## src/rtl/layer_sched_pkg.sv

```systemverilog
// Shared types and helpers for the layer readout scheduler.
package layer_sched_pkg;

    typedef enum logic [1:0] {
        ST_IDLE    = 2'd0,
        ST_HOLD    = 2'd1,
        ST_READ    = 2'd2,
        ST_RELEASE = 2'd3
    } sched_state_e;

    // Hold setup counter covers HOLD_SETUP up to 255.
    localparam int HOLD_CNT_W = 8;
    // Group reset stretch counter covers RESET_MIN_CYCLES up to 65535.
    localparam int RST_CNT_W  = 16;

    // Index width for a vector of n entries, never narrower than one bit.
    function automatic int idx_width(input int n);
        return (n > 1) ? $clog2(n) : 1;
    endfunction

    // Number of reset groups; the last group may be partially populated.
    function automatic int num_groups(input int n, input int group_size);
        return (n + group_size - 1) / group_size;
    endfunction

    // Reset group that owns a given layer.
    function automatic int grp_of(input int idx, input int group_size);
        return idx / group_size;
    endfunction

endpackage

```

## src/rtl/layer_group_reset_stretch.sv

```systemverilog
// Stretches the OR of a group's reset requests to a minimum pulse width.
// The output stays high while any request is high and for
// RESET_MIN_CYCLES cycles after the last request cycle.
module layer_group_reset_stretch
    import layer_sched_pkg::*;
#(
    parameter int GROUP_SIZE       = 4,
    parameter int RESET_MIN_CYCLES = 16
) (
    input  logic                  clk_i,
    input  logic                  rst_i,
    input  logic [GROUP_SIZE-1:0] req_i,
    output logic                  group_reset_o
);

    logic [RST_CNT_W-1:0] cnt_q, cnt_d;
    logic                 active_q, active_d;

    // Reload on any request, otherwise count down and drop at zero.
    always_comb begin
        cnt_d    = cnt_q;
        active_d = active_q;
        if (|req_i) begin
            cnt_d    = RST_CNT_W'(RESET_MIN_CYCLES - 1);
            active_d = 1'b1;
        end else if (active_q) begin
            if (cnt_q == RST_CNT_W'(0)) begin
                active_d = 1'b0;
            end else begin
                cnt_d = cnt_q - RST_CNT_W'(1);
            end
        end else begin
            cnt_d = RST_CNT_W'(0);
        end
    end

    // Counter and output registers with synchronous reset.
    always_ff @(posedge clk_i) begin
        if (rst_i) begin
            cnt_q    <= RST_CNT_W'(0);
            active_q <= 1'b0;
        end else begin
            cnt_q    <= cnt_d;
            active_q <= active_d;
        end
    end

    assign group_reset_o = active_q;

endmodule

```

## src/rtl/layer_readout_scheduler.sv

```systemverilog
// Per-layer readout scheduler: synchronises layer interrupts, arbitrates
// round-robin, sequences hold/readout/release for one layer at a time and
// drives the stretched group reset lines.
module layer_readout_scheduler
    import layer_sched_pkg::*;
#(
    parameter int NUM_LAYERS       = 20,
    parameter int GROUP_SIZE       = 4,
    parameter int HOLD_SETUP       = 4,
    parameter int RESET_MIN_CYCLES = 16,
    parameter int SYNC_STAGES      = 2,
    localparam int NUM_GROUPS      = num_groups(NUM_LAYERS, GROUP_SIZE),
    localparam int LW              = idx_width(NUM_LAYERS)
) (
    input  logic                  sysclk,
    input  logic                  rst,
    input  logic [NUM_LAYERS-1:0] layer_interruptn,
    input  logic [NUM_LAYERS-1:0] layer_enable,
    input  logic [NUM_LAYERS-1:0] layer_reset_req,
    output logic [NUM_GROUPS-1:0] group_reset,
    output logic [NUM_LAYERS-1:0] layer_hold,
    output logic                  rd_req,
    output logic [LW-1:0]         rd_layer,
    input  logic                  rd_done,
    output logic                  rd_abort,
    output logic                  busy
);

    localparam int PAD_W = NUM_GROUPS * GROUP_SIZE;

    logic [NUM_LAYERS-1:0] sync_q [SYNC_STAGES];
    logic [PAD_W-1:0]      req_pad_s;
    logic [NUM_GROUPS-1:0] group_reset_s;
    logic [NUM_LAYERS-1:0] layer_grst_s;
    logic [NUM_LAYERS-1:0] pending_s;
    logic                  grant_valid_s;
    logic [LW-1:0]         grant_idx_s;

    sched_state_e          state_q, state_d;
    logic [HOLD_CNT_W-1:0] hold_cnt_q, hold_cnt_d;
    logic [LW-1:0]         rd_layer_q, rd_layer_d;
    logic [LW-1:0]         ptr_q, ptr_d;
    logic [NUM_LAYERS-1:0] layer_hold_q, layer_hold_d;
    logic                  rd_req_q, rd_req_d;
    logic                  rd_abort_q, rd_abort_d;
    logic                  busy_q, busy_d;

    // Layer index base+off, wrapped modulo NUM_LAYERS.
    function automatic logic [LW-1:0] wrap_add(input logic [LW-1:0] base, input int off);
        int sum;
        sum = int'(base) + off;
        if (sum >= NUM_LAYERS) begin
            sum = sum - NUM_LAYERS;
        end else begin
            sum = sum;
        end
        return LW'(sum);
    endfunction

    // Interrupt synchroniser chain, idling high (no interrupt).
    always_ff @(posedge sysclk) begin
        if (rst) begin
            for (int s = 0; s < SYNC_STAGES; s++) begin
                sync_q[s] <= '1;
            end
        end else begin
            sync_q[0] <= layer_interruptn;
            for (int s = 1; s < SYNC_STAGES; s++) begin
                sync_q[s] <= sync_q[s-1];
            end
        end
    end

    // Pad the request vector so every group sees a full-width slice.
    always_comb begin
        req_pad_s                 = '0;
        req_pad_s[NUM_LAYERS-1:0] = layer_reset_req;
    end

    for (genvar g = 0; g < NUM_GROUPS; g++) begin : g_grp
        layer_group_reset_stretch #(
            .GROUP_SIZE      (GROUP_SIZE),
            .RESET_MIN_CYCLES(RESET_MIN_CYCLES)
        ) u_stretch (
            .clk_i        (sysclk),
            .rst_i        (rst),
            .req_i        (req_pad_s[g*GROUP_SIZE +: GROUP_SIZE]),
            .group_reset_o(group_reset_s[g])
        );
    end

    // Fan each group reset out to its member layers and form pending.
    always_comb begin
        layer_grst_s = '0;
        for (int i = 0; i < NUM_LAYERS; i++) begin
            layer_grst_s[i] = group_reset_s[grp_of(i, GROUP_SIZE)];
        end
        pending_s = layer_enable & ~sync_q[SYNC_STAGES-1] & ~layer_grst_s;
    end

    // Round-robin search starting at ptr_q; first pending layer wins.
    always_comb begin
        grant_valid_s = 1'b0;
        grant_idx_s   = '0;
        for (int k = 0; k < NUM_LAYERS; k++) begin
            if (!grant_valid_s && pending_s[wrap_add(ptr_q, k)]) begin
                grant_valid_s = 1'b1;
                grant_idx_s   = wrap_add(ptr_q, k);
            end else begin
                grant_valid_s = grant_valid_s;
            end
        end
    end

    // Next-state and registered-output decode for the readout sequence.
    always_comb begin
        state_d      = state_q;
        hold_cnt_d   = hold_cnt_q;
        rd_layer_d   = rd_layer_q;
        ptr_d        = ptr_q;
        layer_hold_d = layer_hold_q;
        rd_req_d     = rd_req_q;
        rd_abort_d   = 1'b0;
        case (state_q)
            ST_IDLE: begin
                if (grant_valid_s) begin
                    state_d      = ST_HOLD;
                    rd_layer_d   = grant_idx_s;
                    ptr_d        = (grant_idx_s == LW'(NUM_LAYERS - 1)) ? LW'(0)
                                                                        : grant_idx_s + LW'(1);
                    layer_hold_d = NUM_LAYERS'(1) << grant_idx_s;
                    hold_cnt_d   = HOLD_CNT_W'(0);
                end else begin
                    layer_hold_d = '0;
                    rd_req_d     = 1'b0;
                end
            end
            ST_HOLD: begin
                if (layer_grst_s[rd_layer_q]) begin
                    state_d      = ST_RELEASE;
                    layer_hold_d = '0;
                    rd_req_d     = 1'b0;
                    rd_abort_d   = 1'b1;
                end else if (hold_cnt_q == HOLD_CNT_W'(HOLD_SETUP - 1)) begin
                    state_d  = ST_READ;
                    rd_req_d = 1'b1;
                end else begin
                    hold_cnt_d = hold_cnt_q + HOLD_CNT_W'(1);
                end
            end
            ST_READ: begin
                // A group reset beats a completion arriving in the same cycle.
                if (layer_grst_s[rd_layer_q]) begin
                    state_d      = ST_RELEASE;
                    layer_hold_d = '0;
                    rd_req_d     = 1'b0;
                    rd_abort_d   = 1'b1;
                end else if (rd_done) begin
                    state_d      = ST_RELEASE;
                    layer_hold_d = '0;
                    rd_req_d     = 1'b0;
                end else begin
                    state_d = ST_READ;
                end
            end
            ST_RELEASE: begin
                state_d      = ST_IDLE;
                layer_hold_d = '0;
                rd_req_d     = 1'b0;
            end
            default: begin
                state_d      = ST_IDLE;
                layer_hold_d = '0;
                rd_req_d     = 1'b0;
            end
        endcase
        busy_d = (state_d != ST_IDLE);
    end

    // State and output registers with synchronous reset.
    always_ff @(posedge sysclk) begin
        if (rst) begin
            state_q      <= ST_IDLE;
            hold_cnt_q   <= HOLD_CNT_W'(0);
            rd_layer_q   <= LW'(0);
            ptr_q        <= LW'(0);
            layer_hold_q <= '0;
            rd_req_q     <= 1'b0;
            rd_abort_q   <= 1'b0;
            busy_q       <= 1'b0;
        end else begin
            state_q      <= state_d;
            hold_cnt_q   <= hold_cnt_d;
            rd_layer_q   <= rd_layer_d;
            ptr_q        <= ptr_d;
            layer_hold_q <= layer_hold_d;
            rd_req_q     <= rd_req_d;
            rd_abort_q   <= rd_abort_d;
            busy_q       <= busy_d;
        end
    end

    assign group_reset = group_reset_s;
    assign layer_hold  = layer_hold_q;
    assign rd_req      = rd_req_q;
    assign rd_layer    = rd_layer_q;
    assign rd_abort    = rd_abort_q;
    assign busy        = busy_q;

endmodule

```

## config.mk

```make
export PLATFORM = sky130hd
export DESIGN_NAME = layer_readout_scheduler
export DESIGN_NICKNAME = d
export VERILOG_FILES = /design/src/rtl/layer_sched_pkg.sv /design/src/rtl/layer_group_reset_stretch.sv /design/src/rtl/layer_readout_scheduler.sv
export SDC_FILE = /design/constraint.sdc
export NUM_CORES = 1
export LEC_CHECK = 0
export CORE_MARGIN = 2
export CORE_UTILIZATION = 55
export DETAILED_ROUTE_END_ITERATION = 8
export DONT_BUFFER_PORTS = 1
export GPL_TIMING_DRIVEN = 1
export PLACE_DENSITY = 0.74
export SETUP_SLACK_MARGIN = 0.5
export SLEW_MARGIN = 10
export SYNTH_ARGS = -nofsm -noshare
export SYNTH_HDL_FRONTEND = slang
export SYNTH_SLANG_ARGS = --single-unit
```

## constraint.sdc

```tcl
create_clock -name sysclk -period 9.05 [get_ports sysclk]
set_input_delay 0.905 -clock sysclk [delete_from_list [all_inputs] [get_ports sysclk]]
set_output_delay 0.905 -clock sysclk [all_outputs]
set_load 0.02 [all_outputs]
```

# ---- Word-level counts from Yosys, hierarchy flattened
# Memory sizes are Yosys's and may differ from the RTL's.
# Cells that the tools add are included.
dict set report op_classes {
  add_sub_neg 46
  multipliers 0
  div_mod_pow 0
  magnitude_cmp 41
  n_eq_ne 17
  n_shift 1
  n_mux 160
  n_bitwise 12
  reduce_logical 62
}
# operator count
set op_table {}
lappend op_table {{2-to-1 mux 5 bit} 41}
lappend op_table {{< comparator 5 x 6 -> 1 bit (second input constant)} 21}
lappend op_table {{2-to-1 mux 20 bit} 6}
lappend op_table {{greater-or-equal comparator 6 x 5 -> 1 bit (second input constant)} 19}
lappend op_table {{binary-select mux 1 bit (select 5 bit)} 21}
lappend op_table {{subtractor 5 bit (second input constant)} 20}
lappend op_table {{logical NOT 16 bit} 5}
lappend op_table {{case mux 20 bit (4 select lines)} 1}
lappend op_table {{subtractor 16 x 1 -> 16 bit (second input constant)} 5}
lappend op_table {{2-to-1 mux 1 bit} 67}
lappend op_table {{2-to-1 mux 4 bit} 15}
lappend op_table {{adder 5 x 4 -> 6 bit (second input constant)} 8}
lappend op_table {{bitwise AND 20 bit} 2}
lappend op_table {{inverter 20 bit} 2}
lappend op_table {{OR reduction 6 bit} 5}
lappend op_table {{adder 5 x 3 -> 6 bit (second input constant)} 4}
lappend op_table {{adder 5 x 5 -> 6 bit (second input constant)} 4}
lappend op_table {{2-to-1 mux 8 bit} 3}
lappend op_table {{!= test 3 bit (second input constant)} 7}
lappend op_table {{OR reduction 4 bit} 5}
lappend op_table {{<< shifter 1 x 5 -> 20 bit (first input constant)} 1}
lappend op_table {{logical AND 1 bit} 19}
lappend op_table {{logical NOT 1 bit} 19}
lappend op_table {{case mux 8 bit (2 select lines)} 1}
lappend op_table {{other kinds (21)} 38}
dict set report word_totals {
  reg_bits 128
  latch_bits 0
  ram_bits 40
  romBits 0
  inputBits 63
  out_inout_bits 33
  word_cells 363
  n_memories 1
}
# memory words word_bits rd rd_clocked_by_memory_dff wr line_no
set mem_list {}
lappend mem_list {sync_q 2 20 2 0 2 layer_readout_scheduler.sv:31} ;# logic [NUM_LAYERS-1:0] sync_q [SYNC_STAGES];

# ---- Longest topological paths before layout
# Gate-level depths: netlist of the first run.
# An unclocked memory read counts as a cell.
dict set report depth {
  word_depth 67
  ltp_mapped 26
}

# ---- By module
# A second synthesis of the first run with hierarchy kept.
dict set report hier_totals {
  cells_unflattened 1760
  area_unflattened_um2 14587.7
}
# module n_inst cells_each area_per_inst_um2 seq_area_each_um2
set modules_own_cells {}
lappend modules_own_cells {layer_readout_scheduler 1 1255 9858.2 1661.6}
lappend modules_own_cells {layer_group_reset_stretch 5 101 945.9 340.3}

# ---- Least setup slack after synthesis of the first run
# OpenSTA, ideal clock, no wires.
dict set report synth_path {
  path_kind {register to register}
  from {reg ptr_q[2]}
  to {reg ptr_q[4]}
  setup_time_ns 0.119
  arrival_time_ns 6.232
  t_required_ns 8.931
  path_slack_ns 2.699
  stages_incl_launch_ff 27
  path_buffers 5
  cell_sequence {dfxtp_1 -> buf_2 -> inv_1 -> ha_1 -> clkbuf_1 -> inv_1 -> ha_1 -> a21boi_1 -> and3_1 -> or3_1 -> buf_2 -> a211o_1 -> a2bb2oi_4 -> nand4_4 -> or4_4 -> buf_6 -> buf_6 -> or4_1 -> o221ai_1 -> nor3_1 -> o211a_1 -> inv_2 -> ha_1 -> inv_1 -> or4_1 -> a31oi_1 -> o31ai_1}
}
dict set report synth_between {
  elab_chain_len 64
  elab_cells_between_ends 201
  cone_classes {40 x add/sub; 20 x order compare; 1 x eq/ne; 101 x mux; 39 x reduce/logical}
}
# item line_no
set synth_rtl {}
lappend synth_rtl {{start: declaration} layer_readout_scheduler.sv:42} ;# logic [LW-1:0] ptr_q, ptr_d;
lappend synth_rtl {{start signal: assignment} layer_readout_scheduler.sv:195} ;# ptr_q <= ptr_d;
lappend synth_rtl {{branches (longest 61 deep; another with adder 5 x 1 -> 6 bit)} --}
lappend synth_rtl {{2-to-1 mux 5 bit *} layer_readout_scheduler.sv:106} ;# if (!grant_valid_s && pending_s[wrap_add(ptr_q, k)]) begin
lappend synth_rtl {{named net grant_idx_s[1]} layer_readout_scheduler.sv:37} ;# logic [LW-1:0] grant_idx_s;
lappend synth_rtl {{adder 5 x 1 -> 5 bit or == test 5 bit (tied branches)} {layer_readout_scheduler.sv:130, layer_readout_scheduler.sv:129}}
lappend synth_rtl {{2-to-1 mux 5 bit *} layer_readout_scheduler.sv:129} ;# ptr_d = (grant_idx_s == LW'(NUM_LAYERS - 1)) ? LW'(0)
# Mark *: on every way through the listed nets, which the timed path passes. The select of a mux whose other input is x is not followed.
# A chain may end at the register's enable or synchronous reset.

# ---- Final worst setup path of the first run
dict set report layout_path {
  from {reg ptr_q[0]}
  to {reg layer_hold_q[3], in the netlist layer_hold[3]}
}
dict set report layout_between {
  elab_chain_len 65
  elab_cells_between_ends 200
  cone_classes {39 x add/sub; 20 x order compare; 1 x shift; 102 x mux; 38 x reduce/logical}
}
# item line_no
set layout_rtl {}
lappend layout_rtl {{branches (longest 61 deep; another with adder 5 x 1 -> 6 bit)} --}
lappend layout_rtl {{2-to-1 mux 5 bit *} layer_readout_scheduler.sv:106}
lappend layout_rtl {{named net grant_idx_s[1]} layer_readout_scheduler.sv:37}
lappend layout_rtl {{<< shifter 1 x 5 -> 20 bit *} layer_readout_scheduler.sv:131} ;# layer_hold_d = NUM_LAYERS'(1) << grant_idx_s;
lappend layout_rtl {{2-to-1 mux 20 bit *} layer_readout_scheduler.sv:126} ;# if (grant_valid_s) begin
lappend layout_rtl {{case mux 20 bit (4 select lines) *} layer_readout_scheduler.sv:124} ;# case (state_q)
lappend layout_rtl {{end signal: assignment} layer_readout_scheduler.sv:196} ;# layer_hold_q <= layer_hold_d;
lappend layout_rtl {{end: declaration} layer_readout_scheduler.sv:43} ;# logic [NUM_LAYERS-1:0] layer_hold_q, layer_hold_d;
# Marks and branches as above.

==> results of run 1 <==
==> flip-flops by register name, summed over array words and instances (netlist names) <==
name,flops
rd_req,1
busy,1
g_grp.u_stretch.cnt_q,80
ptr_q,5
hold_cnt_q,8
rd_layer,5
state_q,2
g_grp.u_stretch.group_reset_o,5
sync_q,40
rd_abort,1
layer_hold,20
==> power by group through the flow <==
stage	Combinational, mW	Clock (mW)	Sequential, mW
3_3_place_gp	2.52	0	0.905
3_5_place_dp	2.52	0	0.907
6_report	2.62	0.736	0.891
4_1_cts	2.54	0.750	0.890
5_1_grt	2.82	0.780	0.897
2_1_floorplan	1.95	0	0.890
==> through the flow <==
| step | power, mW | hold slack [ns] |
|---|---|---|
| after global routing | 4.50 | 0.406 |
| after floorplan | 2.84 | 0.389 |
| after detailed placement | 3.43 | 0.393 |
| after global placement | 3.43 | 0.391 |
| after CTS | 4.18 | 0.403 |
| final | 4.24 | 0.403 |
==> worst max-delay path, stage by stage, from the launching register on <==
cell and delay [ns]:
dfxtp_1 0.43, buf_4 0.47, inv_1 0.39, ha_1 0.42, xnor2_1 0.60, inv_2 0.22
ha_1 0.31, a21boi_0 0.19, nor2_1 0.22, mux2_2 0.40, o21ai_0 0.22, a21oi_1 0.31
or4_4 0.75, or4_1 0.66, a21oi_1 0.29, o221ai_1 0.18, o211a_1 0.21, inv_2 0.10
ha_1 0.24, ha_1 0.20, inv_1 0.06, or4_1 0.52, a21oi_1 0.13
==> cell families after synthesis <==
group,Yosys count
and+or+nand+nor,691
adders and majority gates,61
AOI/OAI and AO/OA,409
muxes,78
DFF,168
xor gates and xnor gates,89
buffers and inverters,133
==> final cells by class <==
| cell class | instances | area share |
|---|---|---|
| Tap cell | 319 | 0.0283 |
| Timing Repair Buffer | 19 | 0.0101 |
| Clock buffer | 17 | 0.0302 |
| Sequential cell | 168 | 0.239 |
| Inverter | 55 | 0.0146 |
| Multi-Input combinational cell | 1328 | 0.666 |
| Clock inverter | 15 | 0.0125 |
==> worst max path at each step <==
stage,from,slack (ns),to
after floorplan,ptr_q[2]$_SDFFE_PP0P_,2.70,ptr_q[4]$_SDFFE_PP0P_
after global placement,ptr_q[0]$_SDFFE_PP0P_,1.83,layer_hold[3]$_SDFFE_PP0P_
after detailed placement,ptr_q[0]$_SDFFE_PP0P_,1.64,layer_hold[3]$_SDFFE_PP0P_
after CTS,ptr_q[0]$_SDFFE_PP0P_,1.57,layer_hold[3]$_SDFFE_PP0P_
after global routing,ptr_q[0]$_SDFFE_PP0P_,0.97,layer_hold[3]$_SDFFE_PP0P_
final,ptr_q[0]$_SDFFE_PP0P_,1.44,layer_hold[3]$_SDFFE_PP0P_
==> per-layer routing <==
| layer | routed length [µm] | global-route usage |
|---|---|---|
| met1 | 17100 | 0.400 |
| met2 | 17600 | 0.479 |
| met3 | 3610 | 0.0792 |
| met4 | 1600 | 0.123 |
| met5 | 0 | 0 |
==> cells in the final DEF (no fill, tap or decap), drive strengths merged, types with 18 or more instances in the layout <==
cell,instances
dfxtp,168
nor2,148
nand2,129
a21oi,93
xnor2,66
ha,60
inv,60
nor3,58
o21ai,54
or2,53
nand3,46
mux2i,43
nor4,42
nand2b,36
or3,28
o211ai,25
a211oi,22
xor2,22
or4,21
and2,20
mux2,19
and3,19
buf,19
nand4,19
a31oi,18
==> metrics.md, run 1 <==
| Metric | Value |
|---|---|
| Outcome | `finished clean` |
| TritonCTS clock tree | `built` |
| Clock period minus worst slack | `7.61 ns` |
| Fin area | `14100 µm²` |
| Clk buf depth | `2` |
| Top cells by count, synth | `dfxtp_1, nor2_1, nand2_1` |
| Syn-to-layout area delta | `5.69%` |
| Fmax achieved | `0.131 GHz` |
| Die area | `25500 µm²` |
| Worst Hold Depth | `1` |
| Final WL | `39900 µm` |
| Synthesized Nets | `1753` |
| Final Non-Filler Cells | `1921` |
| Synth cell types | `roughly 110` |
| Core Region | `between 20000 and 25000 µm²` |
| Clock Sinks | `168` |
| Netlist Area Pre-Place | `13300 µm²` |
| Filler cells | `2120` |
| First-pass GRT wire length | `between 60000 and 70000 µm` |
| GRT Util Overall | `0.305` |
| Max-slew violations | `0` |
| Hold Vio Cnt, Final | `0` |
| Slew HR | `0.297` |
| Initial antenna violation count | `0` |
| Reg2reg setup slack | `around 1.4 ns` |
| Combinational group share of total power | `0.617` |
| Fraction of layout cells with a size suffix above 1 | `0.119` |
| Num ports | `96` |
| Net Sw Power | `about 2.1 mW` |
| Min-delay worst type | `reg -> reg` |
| Clk root buf | `clkbuf_16` |
| Fin util | `0.597` |
| Internal power | `~2.1 mW` |
| Sequential power share | `0.210` |
| Pin count of the biggest net entering global routing | `92` |
| Post-Syn Area per Cell | `around 8 µm²` |
| Crit-path max FO | `42` |
| Dpl cell area | `13500 µm²` |
| Adder and majority gate portion of the synthesized area | `0.0578` |
| Setup WS pre-CTS | `1.64 ns` |
| Reg-to-Reg Start | `ptr_q[0]$_SDFFE_PP0P_` |
| Hpwl dp | `between 30000 and 40000 µm` |
| Die width | `160 µm` |
| Mux cell area share after synthesis | `0.0772` |
| Clock power share | `0.173` |
| Drc violations | `0` |
| Clock slew at reported path FFs | `around 0.08 ns` |
| Power per Cell Area | `301 nW/µm²` |
| VDD IR max | `between 0.2 and 0.25 mV` |
| Async set or reset register ratio after synthesis | `0` |
| Post-CTS Setup Inserts | `0` |
| Post_cts resized | `0` |
| Worst Setup Slack, final | `1.44 ns` |
| CP Data Required Time | `about 9.4 ns` |
| Worst-margin pin slew | `1.05 ns` |
| Largest area contributor in the netlist | `dfxtp_1` |
| Largest family of logic cells by synthesized area | `simple AND/OR/NAND/NOR gates` |
| Max Cap Violations | `0` |
| Period utilization | `0.841` |
| Ys flop type | `dfxtp_1` |
| Cell Rows | `56` |
| Vias | `12600` |
| CP arrival | `7.99 ns` |
| Avg WL per Cell | `20.8 µm` |
| Iteration-0 DRC Markers | `1168` |
| Vias in the first global route | `between 10000 and 15000` |
| Switching Fraction | `0.506` |
| Die span in y | `160 µm` |
| Initial cell density of the core | `0.565` |
| Startpoint types | `flip-flop` |
| Port buffer count | `0` |
| Placed Cells | `approximately 1900` |
| Num CTS Buffers | `17` |
| Skew-Pair Late Insertion Delay | `0.44 ns` |
| Register area share after synthesis | `0.252` |
| Worst reg-to-reg path cell count | `22` |
| P_leak | `5.20 nW` |
| Simple-gate share of the synthesized area | `0.284` |
| RSZ-0062 raised after global routing | `false` |
| Post-synth EDFFs | `0` |
| Area of the multi-input gates | `9390 µm²` |
| Xor and xnor area share after synthesis | `0.0617` |
| Register area | `~3400 µm²` |
| Hold endpoint | `sync_q[0][27]$_SDFF_PP1_` |
| Total gr overflow | `0` |
| TNS Setup | `0 ns` |
| Worst r2r dst | `layer_hold[3]$_SDFFE_PP0P_` |
| Synth Area in Compound Gates | `0.223` |
| Gate Count Post-Synth | `1629` |
| Vias per Instance | `approximately 6.6` |
| Nets | `between 1500 and 2000` |
| CTS Hold Bufs | `0` |
| Most frequent cell after synthesis | `dfxtp_1` |
| Hold Startpoint | `sync_q[0][7]$_SDFF_PP1_` |
| Top cell type's share of synthesized area | `0.252` |
| Warnings, synthesis | `0` |
| Kind of critical path | `reg -> reg` |
| # diodes | `0` |
| CTS H-tree lvls | `4` |
| GP Congestion | `1.01` |
| Flops & latches, synth | `168` |
| Crit. End Element | `flip-flop` |
| Area contributors post-synth | `dfxtp_1, ha_1, nor2_1` |
| DR pass1 iterations | `8` |
| Worst Clk Skew | `between 0.02 and 0.025 ns` |
| Setup-failing EPs final | `0` |
| Final ANT Viol Nets | `0` |
Power figures use the tool's default switching activity.
==> run 2: changes to the inputs <==
- clock period: 9.05 -> 7.9 ns (I/O delays scaled with it)
==> run 2 against run 1 <==
Against the previous run:
- register-to-register slack lost 0.48 ns
- worst hold slack lost 0.0068 ns
- global-route usage is the same
- combinational power grew 16%
- total power grew 16%
- critical endpoint unchanged
- clock skew shrank 0.00090 ns
==> metrics.md, run 2 (same netlist as run 1, synthesis figures left out) <==
| Metric | Value |
|---|---|
| Outcome | `finished clean (unchanged)` |
| Setup-failing EPs final | `0 (unchanged)` |
| Startpoint types | `flip-flop (unchanged)` |
| Setup WS pre-CTS | `0.780 ns (was 1.64 ns)` |
| Nets | `1733 (was 1713)` |
| Filler cells | `2099 (was 2120)` |
| Slowest CP cell | `mux2i_1 (was or4_4)` |
| Placed Cells | `1909 (was 1889)` |
| Num CTS Buffers | `17 (unchanged)` |
| Min-delay worst type | `reg -> reg (unchanged)` |
| Clock slew at reported path FFs | `0.09 ns (was 0.08 ns)` |
| Tot Pwr | `4.93 mW (was 4.24 mW)` |
| Fmax achieved | `0.144 GHz (was 0.131 GHz)` |
| Worst reg-to-reg path cell count | `21 (was 22)` |
| Iteration-0 DRC Markers | `1506 (was 1168)` |
| Clk buf depth | `2 (unchanged)` |
| Port buffer count | `0 (unchanged)` |
| Final Non-Filler Cells | `1941 (was 1921)` |
| Skew-Pair Late Insertion Delay | `0.44 ns (about the same)` |
| DR pass1 iterations | `6 (was 8)` |
| CP arrival | `7.30 ns (was 7.99 ns)` |
| Initial antenna violation count | `0 (unchanged)` |
| Cell Chain, Critical Path | `buf_4, ha_1, a21oi_1, xnor2_1, ha_1, nand2_1, a31oi_2, mux2i_1, mux2_2, a2bb2oi_1, or4_4, or4_1, a21oi_1, o221ai_1, o211a_1, inv_2, ha_1, ha_1, inv_1, or4_1, a21oi_1 (was buf_4, inv_1, ha_1, xnor2_1, inv_2, ha_1, a21boi_0, nor2_1, mux2_2, o21ai_0, a21oi_1, or4_4, or4_1, a21oi_1, o221ai_1, o211a_1, inv_2, ha_1, ha_1, inv_1, or4_1, a21oi_1)` |
| Worst Hold Depth | `1 (unchanged)` |
| Most frequent cells in the layout | `dfxtp_1, nor2_1, nand2_1 (unchanged)` |
| Post-CTS Setup Inserts | `0 (unchanged)` |
| TNS Setup | `0 ns (unchanged)` |
| RSZ-0062 raised after global routing | `false (unchanged)` |
| Slew HR | `0.302 (was 0.297)` |
| Core Region | `23600 µm² (unchanged)` |
| Max FFs per register | `80 (unchanged)` |
| Cell Rows | `56 (unchanged)` |
| Clock Sinks | `168 (unchanged)` |
| GRT Util Overall | `0.305 (unchanged)` |
| Reg2reg setup slack | `0.96 ns (was 1.44 ns)` |
| Period utilization | `0.879 (was 0.841)` |
| Die width | `160 µm (unchanged)` |
| Post_cts resized | `0 (unchanged)` |
| CTS Hold Bufs | `0 (unchanged)` |
| Num ports | `96 (unchanged)` |
| Worst Clk Skew | `0.0231 ns (was 0.0240 ns)` |
| TritonCTS clock tree | `built (unchanged)` |
| Worst Setup Slack, final | `0.959 ns (was 1.44 ns)` |
| Total gr overflow | `0 (unchanged)` |
| # diodes | `0 (unchanged)` |
| Hold endpoint | `sync_q[0][30]$_SDFF_PP1_ (was sync_q[0][27]$_SDFF_PP1_)` |
| Clk root buf | `clkbuf_16 (unchanged)` |
| P_leak | `5.31 nW (was 5.20 nW)` |
| Die area | `25500 µm² (unchanged)` |
| Most common cell after layout, fill and taps aside | `dfxtp_1 (unchanged)` |
| Worst-margin pin slew | `1.04 ns (was 1.05 ns)` |
| Hold Vio Cnt, Final | `0 (unchanged)` |
| Most used cell along the critical path | `ha_1 (unchanged)` |
| Final ANT Viol Nets | `0 (unchanged)` |
| Hold_ws | `0.396 ns (was 0.403 ns)` |
| Die span in y | `160 µm (unchanged)` |
| Hold Startpoint | `sync_q[0][10]$_SDFF_PP1_ (was sync_q[0][7]$_SDFF_PP1_)` |
| VDD IR max | `0.228 mV (was 0.216 mV)` |
| CTS H-tree lvls | `4 (unchanged)` |
| CP max stage delay | `0.65 ns (was 0.75 ns)` |
| Reg-to-Reg Start | `ptr_q[1]$_SDFFE_PP0P_ (was ptr_q[0]$_SDFFE_PP0P_)` |
| Initial cell density of the core | `0.565 (unchanged)` |
| Area of the multi-input gates | `9410 µm² (was 9390 µm²)` |
| Avg WL per Cell | `20.6 µm (was 20.8 µm)` |
| Reg with most FFs | `g_grp.u_stretch.cnt_q (unchanged)` |
| Final WL | `40100 µm (was 39900 µm)` |
| Clock period minus worst slack | `6.94 ns (was 7.61 ns)` |
| Hpwl dp | `30200 µm (was 30300 µm)` |
| CP Data Required Time | `8.26 ns (was 9.42 ns)` |
| First-pass GRT wire length | `62900 µm (was 63000 µm)` |
| Pin count of the biggest net entering global routing | `92 (unchanged)` |
| Fraction of layout cells with a size suffix above 1 | `0.132 (was 0.119)` |
| Max-slew violations | `0 (unchanged)` |
| Max Cap Violations | `0 (unchanged)` |
| Vias | `12800 (was 12600)` |
| GP Congestion | `1.05 (was 1.01)` |
| Kind of critical path | `reg -> reg (unchanged)` |
| Register area | `3370 µm² (was 3360 µm²)` |
| Crit. End Element | `flip-flop (unchanged)` |
| Power per Cell Area | `346 nW/µm² (was 301 nW/µm²)` |
| Vias per Instance | `6.62 (was 6.57)` |
| Vias in the first global route | `11700 (was 11800)` |
| Worst r2r dst | `layer_hold[3]$_SDFFE_PP0P_ (unchanged)` |
| Crit-path max FO | `23 (was 42)` |
| Syn-to-layout area delta | `7.02% (was 5.69%)` |
| Drc violations | `0 (unchanged)` |
run 2: layout make-up:
cell class,instances,share of cell area
clock buffers,17,0.0298
clock inverters,15,0.0124
inverters,55,0.0147
multi-input cells,1328,0.659
flip-flops and latches,168,0.236
well taps,319,0.0280
repair buffers,39,0.0205
run 2: worst max-delay path: cells and delay by family (launching register included):
family                   cells  cell delay, ns
XOR/XNOR                     1            0.41
multiplexers                 2            0.98
buffers and inverters        3            0.48
AO/OA/AOI/OAI                7            1.45
flip-flops                   1            0.41
AND/OR/NAND/NOR              4            1.85
adder cells (fa/ha/maj)      4            1.27
run 2: stage by stage:
stage,area [µm²],util
final,14300,0.605
after global routing,14300,0.605
after CTS,14300,0.604
after detailed placement,13600,0.578
after global placement,13600,0.578
after floorplan,13300,-
run 2: where the power goes:
group          internal, mW  leakage (nW)  switching (mW)
registers             0.918          1.38           0.112
logic                  1.10          3.64            1.95
clock network         0.430         0.295           0.421
total                  2.45          5.31            2.48
run 2: how the worst max path moves through the flow:
stage,start,to,slack (ns),cells after the start
detailed placement,ptr_q[0]$_SDFFE_PP0P_,layer_hold[3]$_SDFFE_PP0P_,0.78,21
global placement,ptr_q[0]$_SDFFE_PP0P_,ptr_q[4]$_SDFFE_PP0P_,1.08,21
floorplan,ptr_q[2]$_SDFFE_PP0P_,ptr_q[4]$_SDFFE_PP0P_,1.55,26
global route,ptr_q[1]$_SDFFE_PP0P_,layer_hold[3]$_SDFFE_PP0P_,0.57,23
CTS,ptr_q[0]$_SDFFE_PP0P_,layer_hold[3]$_SDFFE_PP0P_,0.77,21
finish,ptr_q[1]$_SDFFE_PP0P_,layer_hold[3]$_SDFFE_PP0P_,0.96,21
run 2: layer usage:
metal | global-route usage | part of all wire
met5 | 0 | 0
met1 | 0.401 | 0.43
met3 | 0.0706 | 0.088
met4 | 0.157 | 0.053
met2 | 0.467 | 0.43
